`config.mk`:
```
export PLATFORM = sky130hd
export DESIGN_NAME = bcrypt_addr_gen
export DESIGN_NICKNAME = d
export VERILOG_FILES = /design/src/rtl/bcrypt_addr_gen.sv
export SDC_FILE = /design/constraint.sdc
export NUM_CORES = 1
export LEC_CHECK = 0
export BUFFER_PORTS_ARGS = -buffer_cell sky130_fd_sc_hd__buf_4
export CORE_ASPECT_RATIO = 1.25
export CORE_MARGIN = 10
export CORE_UTILIZATION = 50
export DETAILED_ROUTE_END_ITERATION = 7
export PLACE_DENSITY = 0.77
export SYNTH_ARGS = -nofsm -noshare
export SYNTH_HDL_FRONTEND = slang
export SYNTH_SLANG_ARGS = --single-unit
export TNS_END_PERCENT = 1
```
`constraint.sdc`:
```
create_clock -name CLK -period 4.7 [get_ports CLK]
set_input_delay 0.47 -clock CLK [delete_from_list [all_inputs] [get_ports CLK]]
set_output_delay 0.47 -clock CLK [all_outputs]
set_load 0.02 [all_outputs]
```
`src/rtl/bcrypt_addr_gen.sv`:
```
// bcrypt_addr_gen: parametrised address register for one bcrypt core memory.
// Single-step opcodes plus an autonomous stride burst, all modulo WRAP_AT.
module bcrypt_addr_gen #(
    parameter int WIDTH      = 10,
    parameter int STRIDE_W   = 2,
    parameter int CNT_W      = 5,
    parameter int WRAP_AT    = 1024,
    parameter int RESET_ADDR = 1,
    parameter int CMP0       = 1022,
    parameter int CMP1       = 1023
) (
    input  logic                CLK,
    input  logic                RESET,
    input  logic [2:0]          op,
    input  logic [WIDTH-1:0]    ld_addr,
    input  logic [STRIDE_W-1:0] stride,
    input  logic                wr_b3,
    input  logic [CNT_W-1:0]    burst_len,
    output logic [WIDTH-1:0]    addr,
    output logic                busy,
    output logic                done,
    output logic                wrap,
    output logic                eq_cmp0,
    output logic                eq_cmp1
);

    localparam logic [2:0] OP_LOAD      = 3'd1;
    localparam logic [2:0] OP_INC       = 3'd2;
    localparam logic [2:0] OP_INC_B3    = 3'd3;
    localparam logic [2:0] OP_B0RST     = 3'd4;
    localparam logic [2:0] OP_ADD2B1SET = 3'd5;
    localparam logic [2:0] OP_BURST     = 3'd6;
    localparam logic [2:0] OP_ABORT     = 3'd7;

    localparam logic [WIDTH:0]   WRAP_V = (WIDTH+1)'(WRAP_AT);
    localparam logic [WIDTH-1:0] RST_V  = WIDTH'(RESET_ADDR);
    localparam logic [WIDTH-1:0] CMP0_V = WIDTH'(CMP0);
    localparam logic [WIDTH-1:0] CMP1_V = WIDTH'(CMP1);

    typedef enum logic {IDLE, RUN} state_t;

    state_t           state_q, state_d;
    logic [CNT_W-1:0] cnt_q, cnt_d;
    logic [WIDTH-1:0] addr_d;
    logic             done_d, wrap_d, do_step;
    logic [WIDTH:0]   base, step, sum;

    always_comb begin
        state_d = state_q;
        cnt_d   = cnt_q;
        addr_d  = addr;
        done_d  = 1'b0;
        wrap_d  = 1'b0;
        do_step = 1'b0;
        base    = {1'b0, addr};
        step    = (WIDTH+1)'(stride);
        unique case (state_q)
            IDLE: begin
                case (op)
                    OP_LOAD:   addr_d = ld_addr;
                    OP_INC:    do_step = 1'b1;
                    OP_INC_B3: begin
                        do_step = 1'b1;
                        step    = (WIDTH+1)'(wr_b3);
                    end
                    OP_B0RST:  addr_d = {addr[WIDTH-1:1], 1'b0};
                    // {addr[W-1:1]+1, 1} is (addr|1)+2, reusing the wrap adder
                    OP_ADD2B1SET: begin
                        do_step = 1'b1;
                        base    = {1'b0, addr[WIDTH-1:1], 1'b1};
                        step    = (WIDTH+1)'(2);
                    end
                    OP_BURST: begin
                        if (burst_len == '0) begin
                            done_d = 1'b1;
                        end else begin
                            cnt_d   = burst_len;
                            state_d = RUN;
                        end
                    end
                    default: ;
                endcase
            end
            RUN: begin
                if (op == OP_LOAD) begin
                    addr_d  = ld_addr;
                    cnt_d   = '0;
                    state_d = IDLE;
                end else if (op == OP_ABORT) begin
                    cnt_d   = '0;
                    state_d = IDLE;
                end else begin
                    do_step = 1'b1;
                    cnt_d   = cnt_q - CNT_W'(1);
                    if (cnt_q == CNT_W'(1)) begin
                        state_d = IDLE;
                        done_d  = 1'b1;
                    end
                end
            end
        endcase
        sum = base + step;
        if (do_step) begin
            if (sum >= WRAP_V) begin
                addr_d = WIDTH'(sum - WRAP_V);
                wrap_d = 1'b1;
            end else begin
                addr_d = sum[WIDTH-1:0];
            end
        end
    end

    always_ff @(posedge CLK or posedge RESET) begin
        if (RESET) begin
            state_q <= IDLE;
            cnt_q   <= '0;
            addr    <= RST_V;
            done    <= 1'b0;
            wrap    <= 1'b0;
        end else begin
            state_q <= state_d;
            cnt_q   <= cnt_d;
            addr    <= addr_d;
            done    <= done_d;
            wrap    <= wrap_d;
        end
    end

    assign busy    = (state_q == RUN);
    assign eq_cmp0 = (addr == CMP0_V);
    assign eq_cmp1 = (addr == CMP1_V);

endmodule

```
[Yosys cells after proc, flatten, opt, wreduce, memory -nomap -nowiden]
Index checks and enable logic that the tools add are counted.
W data, S select, Z words.
Storage, ports and cells
  bits in registers: 18
  latch bits: 0
  bits in writable memories: 0
  bits in read-only memories: 0
  output and inout port bits: 15
  logic and storage cells: 64
  memories: 0
Operators by class
  add/sub/neg operators: 3
  $mul: 0
  div/mod/pow operators: 0
  magnitude comparators: 1
  equality and inequality tests: 16
  shift-type cells: 0
  multiplexer cells: 32
  bitwise logic cells: 1
  reductions and logical operators: 5
Operators with widths (count)
  $pmux W10 S2: 2
  $mux W10: 3
  $eq A10 B10 Y1 const B: 2
  $mux W5: 4
  $mux W1: 17
  $eq A3 B3 Y1 const B: 4
  $add A10 B2 Y11: 1
  $ge A11 B11 Y1 const B: 1
  $pmux W5 S2: 1
  $sub A10 B1 Y10 const B: 1
  $eq A3 B2 Y1 const B: 2
  $ne A3 B3 Y1 const B: 2
  $pmux W1 S2: 3
  $eq A5 B1 Y1 const B: 1
  $logic_not A5 Y1: 1
  $sub A5 B1 Y5 const B: 1
  $ne A4 B3 Y1 const B: 1
  $pmux W2 S2: 1
  $reduce_and A2 Y1: 2
  $eq A3 B1 Y1 const B: 1
  $ne A3 B1 Y1 const B: 1
  $reduce_and A3 Y1: 1
  $reduce_or A3 Y1: 1
  $mux W2: 1
  3 further kinds: 3

[Longest topological paths before layout]
Gate-level depths: netlist of the first run.
  depth in word-level cells: 7
  depth in mapped cells: 12

[Least setup slack after synthesis of the first run]
No wires, ideal clock.
  path kind: reg2reg
  start point: register state_q (netlist: busy)
  end point: register addr[6]
  library setup time: 0.080 ns
  arrival: 2.328 ns
  slack: 2.293 ns
  cell stages (with the launch flop): 12
  path buffers: 0
  clock period less this slack: 2.407 ns
  path through: dfrtp_1 > nand2b_1 > nor2_1 > a22o_1 > a22o_1 > ha_1 > inv_1 > fa_1 > and4b_1 > nand2_1 > a21oi_1 > a2bb2oi_1
On the way
  word-level cells in the longest chain between the ends: 5
Ends and longest elaborated chain
  start, declared: line 42  | state_t state_q, state_d;
  start signal, assigned: line 121  | state_q <= state_d;
  $mux W1 / $mux W2 (equally long branches): line 57  | unique case (state_q)
  $add A10 B2 Y11: line 102  | sum = base + step;
  $sub A10 B1 Y10 / $ge A11 B11 Y1 (equally long branches): line 105, 104
  $mux W10: line 104  | if (sum >= WRAP_V) begin
  $mux W10: line 103  | if (do_step) begin
  end signal, assigned: line 123  | addr <= addr_d;
  end, declared: line 19  | output logic [WIDTH-1:0] addr,
Parallel ways exist; a longest one is shown, timed or not.
A chain may end at the register's enable or synchronous reset.

[Worst setup path in the final report of the first run]
Ends and elaborated chain as after synthesis.

==> results.json, run 1 <==
{
  "status": "finished clean",
  "clk_path_buf_depth": 2,
  "synth_most_common_cell": "dfrtp_1",
  "fin_setup_tns_ns": 0,
  "die_area_mm2": 0.00518,
  "viasPerCell": 5.98,
  "yosys.cell_types.count": 48,
  "final_antenna_net_count": 0,
  "synth_common_cells": "dfrtp_1, inv_1, nand2_1, o21ai_0",
  "async_reset_ff_share_pct": 100,
  "ys_warn_count": 0,
  "routed-wl-met2_mm": 1.82,
  "period_minus_slack_ns": 2.53,
  "tightest_slew_ns": 0.703,
  "slew_viol_final": 0,
  "seq_area_frac_synth_pct": 33.5,
  "core-area_mm2": 0.00263,
  "synth_top_area_cell": "dfrtp_1",
  "synth_edf_count": 0,
  "antenna_found_initial": 0,
  "tritoncts": "yes",
  "area_delta_synth_final_pct": 22.5,
  "wl_met1_mm": 1.41,
  "fin_worst_skew_ns": 0.000950,
  "fin_nets": 219,
  "worstPathArrival_ns": 2.76,
  "dp_slack_ns": 2.17,
  "finalSetupViolCount": 0,
  "port_buffers": 37,
  "synth_area_leaders": "dfrtp_1, inv_1, o21ai_0",
  "totalWireLength_mm": 3.54,
  "layout_worst_path_cycle_share_pct": 53.9,
  "post_cts_buffers": 0,
  "max_slew_margin_pct": 53.1,
  "fillers": 236,
  "grt_pass1_vias": 1390,
  "p_per_area_mw_per_mm2": 457,
  "hpwl_mm": 2.80,
  "grt_max_degree": 19,
  "max_cap_violations": 0,
  "route.met3.wl_um": 266,
  "cts_root_buf": "clkbuf_4",
  "syn_inst": 155,
  "io_pins": 38,
  "hold_viol_final": 0,
  "hp-class": "primary input to async pin",
  "grt_overflow_total": 0,
  "rsz0062_at_grt": "false",
  "clock-sinks": 18,
  "drive_above_1_share_pct": 25.8,
  "drt_iter0_drc": 90,
  "start_kind": "flop",
  "clock_latency_ns": 0.29,
  "path_clk_slew_ns": 0.11,
  "cts_resized": 0,
  "die_w_um": 66.4,
  "htreeDepth": 1,
  "place_congestion": 0.903,
  "wire_per_inst_um": 15.8,
  "grt_pass1_wl_mm": 6.22,
  "top_layer_used": "met4",
  "fmax_ghz": 0.395,
  "multi_input_area_um2": 786,
  "cts_inserted_buffers": 3,
  "fin_ws_ns": 2.17,
  "n_antenna_cell": 0,
  "syn_nets": 183,
  "cp_max_fo": 9,
  "die_height_um": 78.0,
  "synth-seq-cells": 18,
  "path_class": "flop to flop",
  "ys.flop_type": "dfrtp_1",
  "netlist_area_mm2": 0.00135,
  "endpoint_kind": "flop",
  "p_leak_nw": 0.778,
  "regArea_um2": 452,
  "via_count": 1339,
  "dr.pass1.iters": 4,
  "cts_hold_buffers": 0,
  "ir_drop_v": 0.000282,
  "synth.avg_cell_area_um2": 8.69,
  "drc": 0,
  "cp.required_ns": 4.93,
  "row_count": 21,
  "synth_top_area_share_pct": 31.6,
  "start_util_pct": 51.3,
  "track_usage_pct": 14.5
}
==> cell type report <==
| class | instances | share of cell area (%) |
|---|---|---|
| well taps | 34 | 2.58 |
| flip-flops and latches | 18 | 27.4 |
| inverters | 15 | 3.41 |
| clock buffers | 4 | 2.20 |
| multi-input cells | 116 | 47.6 |
| repair buffers | 37 | 16.8 |
==> logic make-up (layout without fill, tap and decap cells) <==
kind of cell    after synthesis  count (layout)  share of synthesized area (%)
simple gates                 61              61                           26.3
compound gates               50              50                           26.8
buf+inv                      21              56                           8.17
flops                        18              18                           33.5
fa+ha+maj                     5               5                           5.20
==> report_power, final <==
part / switching (mW) / leakage, nW / total [mW] / internal [mW]
registers: 0.0797 / 0.223 / 0.289 / 0.210
clock network: 0.0513 / 0.0210 / 0.0985 / 0.0472
logic: 0.200 / 0.535 / 0.366 / 0.166
==> layer usage <==
metal	up-vias	track usage [%]
li1	650	-
met1	636	16.3
met2	49	25.0
met3	4	3.69
met4	0	6.09
met5	-	0
==> stage by stage <==
| step | cells | total power [mW] | area, um2 | utilization, % | hold WS, ns |
|---|---|---|---|---|---|
| 6_report | 224 | 0.754 | 1650 | 62.8 | 0.277 |
| 5_1_grt | 224 | 0.822 | 1650 | 62.8 | 0.330 |
| 4_1_cts | 224 | 0.758 | 1650 | 62.8 | 0.297 |
| 3_5_place_dp | 220 | 0.658 | 1610 | 61.4 | 0.519 |
| 3_3_place_gp | 220 | 0.645 | 1610 | 61.4 | 0.508 |
| 2_1_floorplan | 155 | 0.529 | 1350 | - | 0.408 |
==> flip-flops by register name (all words and copies together), names as in the netlist <==
name	flops
addr	10
cnt_q	5
busy	1
done	1
wrap	1
==> worst paths after layout <==
kind / slack [ns] / startpoint / end / depth (start not counted)
hold / removal: 0.28 / RESET / done$_DFF_PP0_ / 2
hold reg to reg: 0.56 / cnt_q[4]$_DFFE_PP0P_ / cnt_q[4]$_DFFE_PP0P_ / 2
max in group asynchronous: 3.98 / RESET / cnt_q[1]$_DFFE_PP0P_ / 2
min in group CLK: 0.39 / burst_len[2] / cnt_q[2]$_DFFE_PP0P_ / 3
setup / recovery: 2.17 / busy$_DFF_PP0_ / addr[6]$_DFFE_PP0P_ / 11
setup reg to reg: 2.17 / busy$_DFF_PP0_ / addr[6]$_DFFE_PP0P_ / 11
==> layout by cell type, fill, tap and decap left out, types with 2 or more instances in the layout <==
cell       synthesis  routed
a22oi_1            2       2
a21o_1             2       2
a22o_1             2       2
ha_1               4       4
and3_1             5       5
nand2b_1           3       3
dfrtp_1           17      17
o2bb2ai_1          2       2
nor2_1             9       9
clkbuf_4           0       3
buf_4              2      37
a32oi_1            4       4
nand2_1           11      11
a21oi_1            9       9
nand2b_4           3       3
o21ai_0           11      11
nor4_1             2       2
inv_1             15      15
nand3_1            7       7
nor2b_1            2       2
a221o_1            5       5
nor3_1             7       7
or3_1              3       3
==> critical path, cell delays in order (launching register included) <==
cell and delay (ns):
dfrtp_1 0.51, nand2b_1 0.20, nor2_1 0.09, a22o_1 0.13
a22o_1 0.13, ha_1 0.18, inv_1 0.06, fa_1 0.46
and4b_1 0.33, nand2_1 0.07, a21oi_1 0.15, a2bb2oi_1 0.16
No activity file was read; power rests on OpenSTA's default activity.
==> run 2: changes to the inputs <==
==> constraint.sdc (replaced) <==
create_clock -name CLK -period 2.5 [get_ports CLK]
set_input_delay 0.25 -clock CLK [delete_from_list [all_inputs] [get_ports CLK]]
set_output_delay 0.25 -clock CLK [all_outputs]
set_load 0.02 [all_outputs]
==> run 2 against run 1 <==
Net effect: maximum frequency up 11%; via count down 0.67%; final cell count increased by 1.3%; non-clock buffer count grew 3.
==> results.json, run 2 (synthesis gave the netlist of run 1 again) <==
{
  "status": "finished clean",
  "path_clk_slew_ns": 0.11,
  "die_w_um": 66.4,
  "ir_drop_v": 0.000501,
  "layout_commonest_cell": "buf_4",
  "drive_above_1_share_pct": 28.0,
  "cp.required_ns": 2.73,
  "fin_nets": 222,
  "antenna_found_initial": 0,
  "utilization_pct": 63.9,
  "grt_pass1_vias": 1422,
  "layout_common_cells": "buf_4, dfrtp_1, inv_1",
  "via_count": 1330,
  "path_class": "flop to flop",
  "busiest_layer": "met2",
  "cp_max_fo": 7,
  "viasPerCell": 5.86,
  "clock-sinks": 18,
  "clk_path_buf_depth": 2,
  "tritoncts": "yes",
  "io_pins": 38,
  "fmax_ghz": 0.439,
  "final_antenna_net_count": 0,
  "p_per_area_mw_per_mm2": 861,
  "core-area_mm2": 0.00263,
  "holdWs_ns": 0.0679,
  "hp-class": "primary input to async pin",
  "hpwl_mm": 2.80,
  "endpoint_kind": "flop",
  "grt_overflow_total": 0,
  "regMostFlops": "addr",
  "reg_top3": "addr (10), cnt_q (5)",
  "cts_hold_buffers": 0,
  "fin_setup_tns_ns": 0,
  "n_antenna_cell": 0,
  "cts_root_buf": "clkbuf_4",
  "cts_inserted_buffers": 3,
  "htreeDepth": 1,
  "track_usage_pct": 14.0,
  "drc": 0,
  "dr.pass1.iters": 4,
  "layout_worst_path_cycle_share_pct": 91.2,
  "use_met1_pct": 14.8,
  "period_minus_slack_ns": 2.28,
  "max_slew_margin_pct": 49.9,
  "slew_viol_final": 0,
  "start_util_pct": 51.3,
  "rsz0062_at_grt": "false",
  "worstPathArrival_ns": 2.51,
  "row_count": 21,
  "finalSetupViolCount": 0,
  "die_area_mm2": 0.00518,
  "grt_pass1_wl_mm": 6.05,
  "drt_iter0_drc": 61,
  "fillers": 241,
  "place_congestion": 0.861,
  "area_delta_synth_final_pct": 24.6,
  "die_height_um": 78.0,
  "met3_usage_pct": 3.41,
  "start_kind": "flop",
  "hold_viol_final": 0,
  "tightest_slew_ns": 0.750,
  "largest_reg_flops": 10,
  "use_met2_pct": 25.6,
  "max_cap_violations": 0,
  "post_cts_buffers": 0,
  "clock_latency_ns": 0.30,
  "fin_worst_skew_ns": 0.00223,
  "port_buffers": 37,
  "p_leak_nw": 0.792,
  "totalWireLength_mm": 3.52,
  "wire_per_inst_um": 15.5,
  "grt_max_degree": 19
}
run 2: cell types whose count changed in the layout (fill, tap and decap cells not counted):
cell / before / now
a21oi_2: 0 / 1
buf_4: 37 / 40
ha_1: 4 / 3
a21oi_1: 9 / 8
o21ai_1: 1 / 2
ha_2: 0 / 1
o21ai_0: 11 / 10
run 2: path summary, 6_finish.rpt:
check	start	slack [ns]	to	cells after the start
hold / removal	RESET	0.07	done$_DFF_PP0_	2
max in group asynchronous	RESET	1.98	wrap$_DFF_PP0_	2
setup reg to reg	busy$_DFF_PP0_	0.22	addr[6]$_DFFE_PP0P_	10
min in group CLK	burst_len[2]	0.17	cnt_q[2]$_DFFE_PP0P_	3
setup / recovery	busy$_DFF_PP0_	0.22	addr[6]$_DFFE_PP0P_	10
hold reg to reg	cnt_q[4]$_DFFE_PP0P_	0.53	cnt_q[4]$_DFFE_PP0P_	2
run 2: stage by stage:
stage	std cells	setup WS, ns	power, mW	instance area [um2]
4_1_cts	227	0.226	1.45	1670
5_1_grt	227	0.0211	1.57	1680
6_report	227	0.220	1.45	1680
2_1_floorplan	155	0.0925	0.995	1350
3_3_place_gp	223	0.324	1.24	1640
3_5_place_dp	223	0.252	1.26	1640
run 2: what timing repair did:
item | in CTS | in global routing
endpoints found under the hold margin | 0 | 0
resized for setup | 0 | 3
setup endpoints to repair | 0 | 1
run 2: layer usage:
metal	vias up	share of wire, %
met1	636	41
met2	36	52
met3	6	5.6
met4	0	1.3
met5	-	0
li1	652	-
run 2: power breakdown:
part,switching [mW],leakage (nW),internal (mW)
Clock,0.0981,0.0210,0.0888
Combinational,0.402,0.548,0.334
Sequential,0.129,0.223,0.395
run 2: cell type report:
| type | count | area (um2) | area share (%) |
|---|---|---|---|
| multi-input combinational | 116 | 792 | 47.2 |
| sequential | 18 | 452 | 26.9 |
| timing repair buffer | 40 | 300 | 17.9 |
| inverter | 15 | 56.3 | 3.35 |
| tap | 34 | 42.5 | 2.53 |
| clock buffer | 4 | 36.3 | 2.16 |
run 2: worst max-delay path, cell delays in order, from the launching register on:
cell       delay [ns]
dfrtp_1          0.40
buf_4            0.17
nand2b_4         0.15
o21ai_0          0.17
ha_2             0.22
inv_1            0.06
fa_1             0.37
and4b_1          0.31
nand2_1          0.08
a21oi_2          0.14
a2bb2oi_1        0.15
